**src/rtl/mips_trace_pkg.sv**
```systemverilog
// Shared types and defaults for the store trace monitor.
package mips_trace_pkg;

  localparam logic [31:0] DEF_DONE_ADDR = 32'h54;
  localparam logic [31:0] DEF_DONE_DATA = 32'h1;
  localparam int          TRACE_CYC_W   = 16;

  typedef struct packed {
    logic [TRACE_CYC_W-1:0] cycle;
    logic [31:0]            addr;
    logic [31:0]            data;
  } trace_entry_t;

  typedef enum logic [1:0] {
    RUN     = 2'd0,
    PASS    = 2'd1,
    FAIL    = 2'd2,
    TIMEOUT = 2'd3
  } mon_state_t;

  function automatic logic is_completion_store(input logic        we,
                                               input logic [31:0] adr,
                                               input logic [31:0] done_addr);
    return we && (adr == done_addr);
  endfunction

endpackage

```
**src/rtl/store_trace_monitor_if.sv**
```systemverilog
// Core store port plus trace drain stream; master drives stores and ready.
interface store_trace_monitor_if #(
  parameter int CYC_W = 16
) ();
  logic             memwrite;
  logic [31:0]      dataadr;
  logic [31:0]      writedata;
  logic             m_valid;
  logic             m_ready;
  logic [31:0]      m_addr;
  logic [31:0]      m_data;
  logic [CYC_W-1:0] m_cycle;

  modport master (
    output memwrite, dataadr, writedata, m_ready,
    input  m_valid, m_addr, m_data, m_cycle
  );

  modport slave (
    input  memwrite, dataadr, writedata, m_ready,
    output m_valid, m_addr, m_data, m_cycle
  );
endinterface

```
**src/rtl/trace_fifo.sv**
```systemverilog
// Synchronous show-ahead FIFO; a push into a full FIFO only lands when a pop frees the slot.
module trace_fifo
  import mips_trace_pkg::*;
#(
  parameter int  DEPTH   = 8,
  parameter type entry_t = trace_entry_t,
  localparam int AW      = $clog2(DEPTH)
) (
  input  logic        clk,
  input  logic        reset,
  input  logic        push,
  input  logic        pop,
  input  entry_t      wr_entry,
  output entry_t      head,
  output logic        full,
  output logic        empty,
  output logic [AW:0] count
);

  entry_t        mem [DEPTH];
  logic [AW-1:0] wr_ptr;
  logic [AW-1:0] rd_ptr;
  logic          do_push;
  logic          do_pop;

  assign empty   = (count == '0);
  assign full    = (count == (AW+1)'(DEPTH));
  assign do_pop  = pop && !empty;
  assign do_push = push && (!full || do_pop);
  assign head    = mem[rd_ptr];

  // Storage is not reset; flushing the pointers and count is enough.
  always_ff @(posedge clk) begin
    if (do_push) mem[wr_ptr] <= wr_entry;
  end

  always_ff @(posedge clk) begin
    if (!reset) begin
      wr_ptr <= '0;
      rd_ptr <= '0;
      count  <= '0;
    end else begin
      if (do_push) wr_ptr <= wr_ptr + AW'(1);
      if (do_pop)  rd_ptr <= rd_ptr + AW'(1);
      case ({do_push, do_pop})
        2'b10:   count <= count + (AW+1)'(1);
        2'b01:   count <= count - (AW+1)'(1);
        default: count <= count;
      endcase
    end
  end

endmodule

```
**src/rtl/store_trace_monitor.sv**
```systemverilog
// Captures core stores into a stamped trace FIFO and reports program completion.
// Optional watchdog enabled by defining STORE_TIMEOUT_EN.
//
//  state   | meaning
//  RUN     | program running, stores captured
//  PASS    | completion store carried DONE_DATA
//  FAIL    | completion store carried another value
//  TIMEOUT | watchdog expired before completion
module store_trace_monitor
  import mips_trace_pkg::*;
#(
  parameter int          DEPTH       = 8,
  parameter logic [31:0] DONE_ADDR   = DEF_DONE_ADDR,
  parameter logic [31:0] DONE_DATA   = DEF_DONE_DATA,
  parameter int          CYC_W       = TRACE_CYC_W,
  parameter int          TIMEOUT_CYC = 50
) (
  input  logic                     clk,
  input  logic                     reset,
  store_trace_monitor_if.slave     bus,
  output logic [$clog2(DEPTH):0]   count,
  output logic                     overflow,
  output logic                     done,
  output logic                     pass,
  output logic                     timeout
);

  typedef struct packed {
    logic [CYC_W-1:0] cycle;
    logic [31:0]      addr;
    logic [31:0]      data;
  } entry_t;

  mon_state_t       state, state_next;
  logic [CYC_W-1:0] cycle;
  logic             push;
  logic             pop;
  logic             full;
  logic             empty;
  logic             completion;
  entry_t           wr_entry;
  entry_t           head;

  assign push       = bus.memwrite && (state == RUN);
  assign pop        = bus.m_ready && !empty;
  assign completion = is_completion_store(bus.memwrite, bus.dataadr, DONE_ADDR);
  assign wr_entry   = '{cycle: cycle, addr: bus.dataadr, data: bus.writedata};

  trace_fifo #(
    .DEPTH   (DEPTH),
    .entry_t (entry_t)
  ) u_fifo (
    .clk      (clk),
    .reset    (reset),
    .push     (push),
    .pop      (bus.m_ready),
    .wr_entry (wr_entry),
    .head     (head),
    .full     (full),
    .empty    (empty),
    .count    (count)
  );

  assign bus.m_valid = !empty;
  assign bus.m_addr  = head.addr;
  assign bus.m_data  = head.data;
  assign bus.m_cycle = head.cycle;

  // Saturating so late stores keep a monotonic, if clipped, stamp.
  always_ff @(posedge clk) begin
    if (!reset)             cycle <= '0;
    else if (cycle != '1)   cycle <= cycle + CYC_W'(1);
  end

  always_ff @(posedge clk) begin
    if (!reset)                      overflow <= 1'b0;
    else if (push && full && !pop)   overflow <= 1'b1;
  end

  always_ff @(posedge clk) begin
    if (!reset) state <= RUN;
    else        state <= state_next;
  end

  always_comb begin
    state_next = state;
    case (state)
      RUN: begin
        if (completion) begin
          state_next = (bus.writedata == DONE_DATA) ? PASS : FAIL;
        end
`ifdef STORE_TIMEOUT_EN
        else if (cycle >= CYC_W'(TIMEOUT_CYC)) begin
          state_next = TIMEOUT;
        end
`endif
      end
      default: state_next = state;
    endcase
  end

  always_ff @(posedge clk) begin
    if (!reset) begin
      done <= 1'b0;
      pass <= 1'b0;
    end else begin
      done <= (state_next != RUN);
      pass <= (state_next == PASS);
    end
  end

`ifdef STORE_TIMEOUT_EN
  always_ff @(posedge clk) begin
    if (!reset) timeout <= 1'b0;
    else        timeout <= (state_next == TIMEOUT);
  end
`else
  assign timeout = 1'b0;
  wire unused_timeout_cfg = (TIMEOUT_CYC != 0);
`endif

endmodule
```
**src/flat_wrapper.sv**
```systemverilog
// flat-port wrapper written by rule: the top's interface ports become plain ports
module store_trace_monitor_flat import mips_trace_pkg::*;
#(
  parameter int          DEPTH       = 8,
  parameter logic [31:0] DONE_ADDR   = DEF_DONE_ADDR,
  parameter logic [31:0] DONE_DATA   = DEF_DONE_DATA,
  parameter int          CYC_W       = TRACE_CYC_W,
  parameter int          TIMEOUT_CYC = 50
)
  (clk, reset, count, overflow, done, pass, timeout, bus_memwrite, bus_dataadr, bus_writedata, bus_m_ready, bus_m_valid, bus_m_addr, bus_m_data, bus_m_cycle);
  store_trace_monitor_if #(.CYC_W(CYC_W)) bus_i ();
  input  logic clk;
  input  logic reset;
  output logic [$clog2(DEPTH):0] count;
  output logic overflow;
  output logic done;
  output logic pass;
  output logic timeout;
  input wire logic [$bits(bus_i.memwrite)-1:0] bus_memwrite;
  input wire logic [$bits(bus_i.dataadr)-1:0] bus_dataadr;
  input wire logic [$bits(bus_i.writedata)-1:0] bus_writedata;
  input wire logic [$bits(bus_i.m_ready)-1:0] bus_m_ready;
  output wire logic [$bits(bus_i.m_valid)-1:0] bus_m_valid;
  output wire logic [$bits(bus_i.m_addr)-1:0] bus_m_addr;
  output wire logic [$bits(bus_i.m_data)-1:0] bus_m_data;
  output wire logic [$bits(bus_i.m_cycle)-1:0] bus_m_cycle;
  assign bus_i.memwrite = bus_memwrite;
  assign bus_i.dataadr = bus_dataadr;
  assign bus_i.writedata = bus_writedata;
  assign bus_i.m_ready = bus_m_ready;
  assign bus_m_valid = bus_i.m_valid;
  assign bus_m_addr = bus_i.m_addr;
  assign bus_m_data = bus_i.m_data;
  assign bus_m_cycle = bus_i.m_cycle;
  store_trace_monitor #(.DEPTH(DEPTH), .DONE_ADDR(DONE_ADDR), .DONE_DATA(DONE_DATA), .CYC_W(CYC_W), .TIMEOUT_CYC(TIMEOUT_CYC)) u_core (.clk(clk), .reset(reset), .bus(bus_i), .count(count), .overflow(overflow), .done(done), .pass(pass), .timeout(timeout));
endmodule
```
**config.mk**
```make
export PLATFORM = sky130hd
export DESIGN_NAME = store_trace_monitor_flat
export DESIGN_NICKNAME = d
export VERILOG_FILES = /design/src/rtl/mips_trace_pkg.sv /design/src/rtl/store_trace_monitor_if.sv /design/src/rtl/trace_fifo.sv /design/src/rtl/store_trace_monitor.sv /design/src/flat_wrapper.sv
export SDC_FILE = /design/constraint.sdc
export NUM_CORES = 1
export LEC_CHECK = 0
export CELL_PAD_IN_SITES_DETAIL_PLACEMENT = 1
export CELL_PAD_IN_SITES_GLOBAL_PLACEMENT = 1
export CORE_MARGIN = 2
export CORE_UTILIZATION = 35
export DETAILED_ROUTE_END_ITERATION = 10
export HOLD_SLACK_MARGIN = 0.05
export PLACE_DENSITY = 0.69
export SKIP_LAST_GASP = 1
export SYNTH_ARGS = -nofsm -noshare
export SYNTH_HDL_FRONTEND = slang
export SYNTH_SLANG_ARGS = --single-unit
```
**constraint.sdc**
```tcl
create_clock -name clk -period 11.65 [get_ports clk]
set_input_delay 2.33 -clock clk [delete_from_list [all_inputs] [get_ports clk]]
set_output_delay 2.33 -clock clk [all_outputs]
set_load 0.02 [all_outputs]
```
After elaboration in Yosys (flattened, before gate mapping)
Memories as Yosys holds them, arrays and structs flattened. A register that Yosys moved wholly into a read port is not among the register bits.
Cells that the tools add are included.

word-level totals
  input port bits = 68
  memories = 1
  memory bits (writable) = 640
  word-level logic and storage cells = 43
  register bits = 31
  output and inout bits = 89

operators by class
  multiplexer cells = 8
  add/subtract/negate cells = 5
  reduce and logical (&&, ||, !) cells = 14
  equality and inequality tests = 7

memory list
  memory             depth  width  read ports  clocked after Yosys merged registers in  wr ports  line              source
  u_core.u_fifo.mem  8      80     1           1                                        1         trace_fifo.sv:20  entry_t mem [DEPTH];

operators with widths
  cell                                                                 count
  32-bit by 1-bit == test with 1-bit output (second input constant)    1
  32-bit by 7-bit == test with 1-bit output (second input constant)    1
  16-bit by 1-bit adder with 16-bit output (second input constant)     1
  16-bit != test (second input constant)                               1
  4-bit one-hot mux with 2 select lines                                1
  3-bit by 1-bit adder with 3-bit output (second input constant)       2
  1-bit logical AND                                                    6
  2-bit 2-to-1 mux                                                     3
  3-bit 2-to-1 mux                                                     2
  4-bit by 1-bit adder with 4-bit output (second input constant)       1
  2-bit by 1-bit == test with 1-bit output (second input constant)     2
  4-bit == test (second input constant)                                1
  4-bit zero test                                                      1
  2-bit nonzero test                                                   2
  4-bit by 1-bit subtractor with 4-bit output (second input constant)  1
  1-bit zero test                                                      3
  2-bit == test (second input constant)                                1
  2-bit zero test                                                      1
  1-bit 2-to-1 mux                                                     2
  1-bit logical OR                                                     1

Longest topological paths before layout
Gate-level depths: netlist (run 1).

  depth in word-level cells = 7
  mapped depth = 9
  mapped depth without buffers = 8

Modules after synthesis
From an unflattened synthesis (run 1), not the netlist that was laid out.

second synthesis, totals
  cell total of the unflattened synthesis = 1164
  area total of the unflattened synthesis = 25968.7 sq um

by module, submodules not included
  module               area each (sq um)  times used  sequential area each (sq um)  cells each
  trace_fifo           24727.5            1           19478.7                       1013
  store_trace_monitor  1241.2             1           420.4                         151

Worst setup path after synthesis (run 1)
No wires, ideal clock.

  kind = in2reg
  from = input bus_memwrite
  to = memory u_core.u_fifo.mem[0][0] (netlist name) (enable)
  data required time = 10935 ps
  setup slack = 512 ps
  buffers on the path = 0
  library setup time = 715 ps
  stages on the path = 3
  data arrival time = 10423 ps
  cells stage by stage = nor3b_2 > o21ai_4 > nor4_1

on the way
  longest elaborated chain between the ends = 4

RTL lines
  what                                    line                       source
  start, declared                         flat_wrapper.sv:19         input wire logic [$bits(bus_i.memwrite)-1:0] bus_memwrite;
  1-bit logical AND                       store_trace_monitor.sv:44  assign push = bus.memwrite && (state == RUN);
  1-bit logical AND                       trace_fifo.sv:29           assign do_push = push && (!full || do_pop);
  1-bit 2-to-1 mux                        trace_fifo.sv:34           if (do_push) mem[wr_ptr] <= wr_entry;
  1-bit 2-to-1 mux (implied by the code)  trace_fifo.sv:34
  end, declared                           trace_fifo.sv:20

Every way passes these cells.

==> results_dict.tcl, run 1 <==
set metrics [dict create \
    status "finished, final reports clean" \
    ys_seq_area_frac 0.767 \
    path_cells "buf_4, mux4_2, mux2_2, clkdlybuf4s50_1" \
    rsz0062_at_grt "false" \
    postSynth.asyncResetShare 0 \
    io_pins 157 \
    max_freq_ghz 0.164 \
    dr.pass1.iters 5 \
    final-hold-violation-count 0 \
    crit_path_top_delay_cell "dfxtp_4" \
    syn_nets 1229 \
    ctsHoldBuffers 0 \
    worst_ir_drop_vdd_mv 0.119 \
    tightest_slew_ns 1.18 \
    wl_um 58600 \
    grt_pass1_vias 13500 \
    die_x_um 276 \
    synth-edff-count 640 \
    via_count 12300 \
    hold-worst-slack_ns 0.475 \
    n_fill_cell 6827 \
    relSlewSlack 0.216 \
    critPathMaxFanout 61 \
    worstSkewPairLatency_ns 0.61 \
    htree_levels 3 \
    p_per_area_mw_per_mm2 207 \
    vias_per_cell 5.22 \
    drt_iter0_drc 1046 \
    hp-class "reg -> reg" \
    worstSetupPathType "reg -> out" \
    synth.avg_cell_area_um2 22.4 \
    yosys_warnings 0 \
    maxCapViolCount 0 \
    setup_violations 0 \
    p_sw_mw 1.64 \
    p_leak_nw 9.51 \
    fin_nets 1423 \
    finalCriticalPeriod_ns 6.10 \
    p_int_mw 4.76 \
    synth_seq_cells 674 \
    initial_core_util 0.354 \
    seqPwrFrac 0.435 \
    numPortBuffers 155 \
    total_power_mw 6.40 \
    n_antenna_cell 0 \
    swShare 0.257 \
    routedWlPerCell_um 24.8 \
    die_height_um 276 \
    endpoint_kind "primary output" \
    grt_usage 0.155 \
    skew_ns 0.0278 \
    grt_pass1_wl_um 88500 \
    critPathRequiredTime_ns 9.32 \
    start_kind "flip-flop" \
    postCtsSetupBuffers 0 \
    drive_gt1_frac 0.272 \
    place_ws_ns 5.75 \
    clk_path_buf_depth 3 \
    drc 0 \
    critPathBufInv 2 \
    period_share 0.524 \
    syn_inst 1157 \
    setup_slack_ns 5.55 \
    overflow 0 \
    power_frac_clock 0.354 \
    cts_sinks 674 \
    gp_congestion 0.717 \
    path_clk_slew_ns 0.06 \
    slew_violations 0 \
    cts_tree "done" \
    cpPeakStageDelay_ns 0.99 \
    antenna_found_initial 2 \
    cts_buffers 71 \
    ant_nets 0 \
    die_area_mm2 0.0763 \
    core_area_mm2 0.0732 \
    cts-root-buf "clkbuf_16" \
    rows 99 \
    synthDistinctLibCells 54 \
    cts_resized 0 \
    grt_max_degree 70 \
    syn_to_final_growth_pct 19.3 \
    setup_tns_ns 0 \
    ys.flop_type "edfxtp_1" \
    critPathTopFamily "buffers and inverters" \
    fin_util 0.423 \
    p_comb_frac 0.210 \
    mappedNetlistArea_mm2 0.0259 \
    hpwl_um 33400 \
    crit_arrival_ns 3.77 \
]
area by class of cell:
class / count / area (um2) / share of cell area
multi-input combinational: 424 / 5750 / 0.186
timing repair buffer: 174 / 1690 / 0.0548
inverter: 6 / 22.5 / 0.000728
tap: 959 / 1200 / 0.0388
clock inverter: 42 / 448 / 0.0145
sequential: 674 / 19900 / 0.644
clock buffer: 86 / 1920 / 0.0619
tightest hold or removal path: stages, from the launching register on:
cell     delay, ns
dfxtp_1       0.31
nand2_1       0.05
a21oi_1       0.07
path summary, 6_finish.rpt:
kind                                                 end  slack (ns)  cells past startpoint               startpoint
worst max register to register  u_core.u_fifo.mem[6][60]        8.27                      4          u_core.state[1]
worst max-delay path                      bus_m_addr[30]        5.55                      4                flip-flop
worst min-delay path                           flip-flop        0.48                      2  u_core.u_fifo.rd_ptr[1]
worst min register to register                 flip-flop        0.48                      2  u_core.u_fifo.rd_ptr[1]
layout by cell type (no fill, tap or decap), drive strengths merged, types with 13 or more instances in the layout:
master / instances
a21oi: 13
clkdlybuf4s50: 155
nor4: 17
edfxtp: 640
mux2: 80
buf: 19
mux4: 160
nor2: 26
clkbuf: 86
dfxtp: 34
clkinv: 31
nand3: 13
cells by family (layout without fill, tap and decap cells):
family,Yosys count,in the layout,share of synthesized area
buffers and inverters,59,308,0.0131
AOI/OAI and AO/OA,42,42,0.0108
muxes,245,245,0.176
DFF,674,674,0.767
other,1,1,0.000145
xor gates and xnor gates,6,6,0.00203
adders and majority gates,4,4,0.00193
and+or+nand+nor,126,126,0.0289
power groups by stage:
stage                     registers (mW)  clock network, mW  logic (mW)
after detailed placement            2.84                  0        1.38
after global placement              2.84                  0        1.38
after CTS                           2.79               2.32        1.39
after floorplan                     2.80                  0       0.955
final                               2.79               2.27        1.35
after global routing                2.80               2.41        1.44
registers in the layout, summed over array words and instances, names as in the netlist, named ones only:
| name | cells |
|---|---|
| u_core.state | 2 |
| u_core.u_fifo.mem | 640 |
| u_core.u_fifo.rd_ptr | 3 |
| u_core.cycle | 16 |
| u_core.done | 1 |
| u_core.overflow | 1 |
| u_core.pass | 1 |
| u_core.u_fifo.count | 4 |
| u_core.u_fifo.wr_ptr | 3 |
cells in the mapped netlist, types with 7 or more instances:
cell / number / area share
buf_2: 20 / 0.0039
nor4b_1: 8 / 0.0027
clkbuf_1: 18 / 0.0026
or3_1: 8 / 0.0019
buf_6: 12 / 0.0052
dfxtp_1: 34 / 0.026
mux4_2: 160 / 0.14
nand2_1: 10 / 0.0014
nor3_1: 8 / 0.0015
nand4_1: 8 / 0.0019
nor2_1: 26 / 0.0038
a21oi_1: 13 / 0.0025
edfxtp_1: 640 / 0.74
o21ai_1: 8 / 0.0015
nand3_1: 13 / 0.0025
or4_1: 7 / 0.0020
mux2_2: 80 / 0.035
nor4_1: 16 / 0.0039
per-layer routing:
layer	vias to the layer above	track usage	wire length, um	part of all wire
li1	5309	-	-	-
met1	6657	0.203	25000	0.43
met2	283	0.259	29500	0.50
met3	86	0.0318	2760	0.047
met4	2	0.0482	1370	0.023
met5	-	0	13	0.00022
through the flow:
stage	cell area, um2	instances
floorplan	25900	1157
global placement	28600	2237
detailed placement	28600	2237
CTS	30900	2365
global route	30900	2365
finish	30900	2365
Power figures use the tool's default switching activity.
==> inputs of run 2 (changes only) <==
==> constraint.sdc (replaced) <==
create_clock -name clk -period 5.1 [get_ports clk]
set_input_delay 1.02 -clock clk [delete_from_list [all_inputs] [get_ports clk]]
set_output_delay 1.02 -clock clk [all_outputs]
set_load 0.02 [all_outputs]
==> run 2 against run 1 <==
Cell count increased by 0.38%. Clock power increased by 120%. Die area unchanged. Largest cell class unchanged. Total power increased by 130%. Global-route usage increased by 0.20 points. Critical path depth unchanged. Utilization about the same. Worst setup slack got worse by 4.7 ns. Sequential power increased by 130%.
==> results_dict.tcl, run 2 (synthesis gave the netlist of run 1 again) <==
set metrics [dict create \
    status "finished, final reports clean" \
    via_count 12400 \
    regArea_mm2 0.0199 \
    rsz0062_at_grt "false" \
    top_register "u_core.u_fifo.mem" \
    max_freq_ghz 0.234 \
    setup_violations 0 \
    core_area_mm2 0.0732 \
    final_cells 2374 \
    routedWlPerCell_um 25.1 \
    final-hold-violation-count 0 \
    drt_iter0_drc 843 \
    drc 0 \
    ant_nets 0 \
    path_clk_slew_ns 0.06 \
    postCtsSetupBuffers 0 \
    grt_usage 0.157 \
    start_kind "flip-flop" \
    die_x_um 276 \
    path_cells "buf_4, mux4_2, mux2_2, clkdlybuf4s50_1" \
    die_area_mm2 0.0763 \
    hpwl_um 34000 \
    layout_commonest_cell "edfxtp_1" \
    worstSkewPairLatency_ns 0.62 \
    endpoint_kind "primary output" \
    p_leak_nw 9.47 \
    rows 99 \
    critPathBufInv 2 \
    cts_buffers 71 \
    critPathRequiredTime_ns 4.08 \
    tightest_slew_ns 1.03 \
    critPathTopFamily "buffers and inverters" \
    cts_resized 0 \
    cpPeakStageDelay_ns 0.72 \
    clk_path_buf_depth 3 \
    cts-root-buf "clkbuf_16" \
    grt_pass1_wl_um 89500 \
    initial_core_util 0.354 \
    antenna_found_initial 2 \
    finalCriticalPeriod_ns 4.28 \
    htree_levels 3 \
    crit_path_top_delay_cell "dfxtp_4" \
    largest_register_ffs 640 \
    cts_sinks 674 \
    skew_ns 0.0306 \
    slew_violations 0 \
    maxCapViolCount 0 \
    grt_pass1_vias 13600 \
    gp_congestion 0.722 \
    period_share 0.838 \
    syn_to_final_growth_pct 19.4 \
    overflow 0 \
    reg_top3 "u_core.u_fifo.mem (640), u_core.cycle (16), u_core.u_fifo.count (4)" \
    n_fill_cell 6808 \
    total_power_mw 14.5 \
    hp-class "reg -> reg" \
    die_height_um 276 \
    grt_max_degree 65 \
    worstSetupPathType "reg -> out" \
    wl_um 59500 \
    worst_ir_drop_vdd_mv 0.319 \
    cts_tree "done" \
    ctsHoldBuffers 0 \
    io_pins 157 \
    crit_arrival_ns 3.26 \
    setup_tns_ns 0 \
    multi_input_area_mm2 0.00578 \
    relSlewSlack 0.311 \
    critPathMaxFanout 24 \
    dr.pass1.iters 5 \
    placedCellCount 2243 \
    p_per_area_mw_per_mm2 467 \
    final_cell_mix "640 x edfxtp_1, 160 x mux4_2, 155 x clkdlybuf4s50_1" \
    numPortBuffers 155 \
    vias_per_cell 5.21 \
    fin_nets 1429 \
    drive_gt1_frac 0.273 \
]
-- run 2: tightest hold or removal path, cell delays in order (launching register included) --
cell	delay, ns
dfxtp_1	0.32
nand2_1	0.05
a21oi_1	0.07
-- run 2: layout make-up --
cell class                      count  area share
Sequential cell                   674       0.643
Multi-Input combinational cell    424       0.187
Antenna cell                        3    0.000243
Timing Repair Buffer              180      0.0586
Inverter                            6    0.000728
Tap cell                          959      0.0388
Clock inverter                     42      0.0108
Clock buffer                       86      0.0609
-- run 2: routing by layer --
| layer | track usage | share of wire |
|---|---|---|
| met4 | 0.0514 | 0.021 |
| met1 | 0.204 | 0.42 |
| met5 | 0 | 0 |
| met2 | 0.268 | 0.51 |
| met3 | 0.0248 | 0.045 |
-- run 2: report_power, final --
group          internal, mW  total [mW]  switching [mW]
Sequential             6.21        6.36           0.152
Combinational          1.65        3.13            1.48
Clock                  2.81        4.97            2.16
Total                  10.7        14.5            3.79
-- run 2: final timing paths --
| path | from | to | slack, ns | cells after the start |
|---|---|---|---|---|
| setup reg to reg | u_core.state[1] | u_core.u_fifo.mem[4][21] | 2.49 | 4 |
| hold / removal | u_core.u_fifo.rd_ptr[1] | flip-flop | 0.50 | 2 |
| hold reg to reg | u_core.u_fifo.rd_ptr[1] | flip-flop | 0.50 | 2 |
| setup / recovery | flip-flop | bus_m_cycle[14] | 0.82 | 4 |
-- run 2: stage by stage --
step	util	worst slack, ns	hold WS (ns)	cell area, um2
after floorplan	-	-0.455	0.454	26000
after global placement	0.392	1.31	0.455	28700
after detailed placement	0.392	1.27	0.479	28700
after CTS	0.423	0.679	0.497	30900
after global routing	0.423	0.623	0.525	31000
final	0.423	0.824	0.495	31000
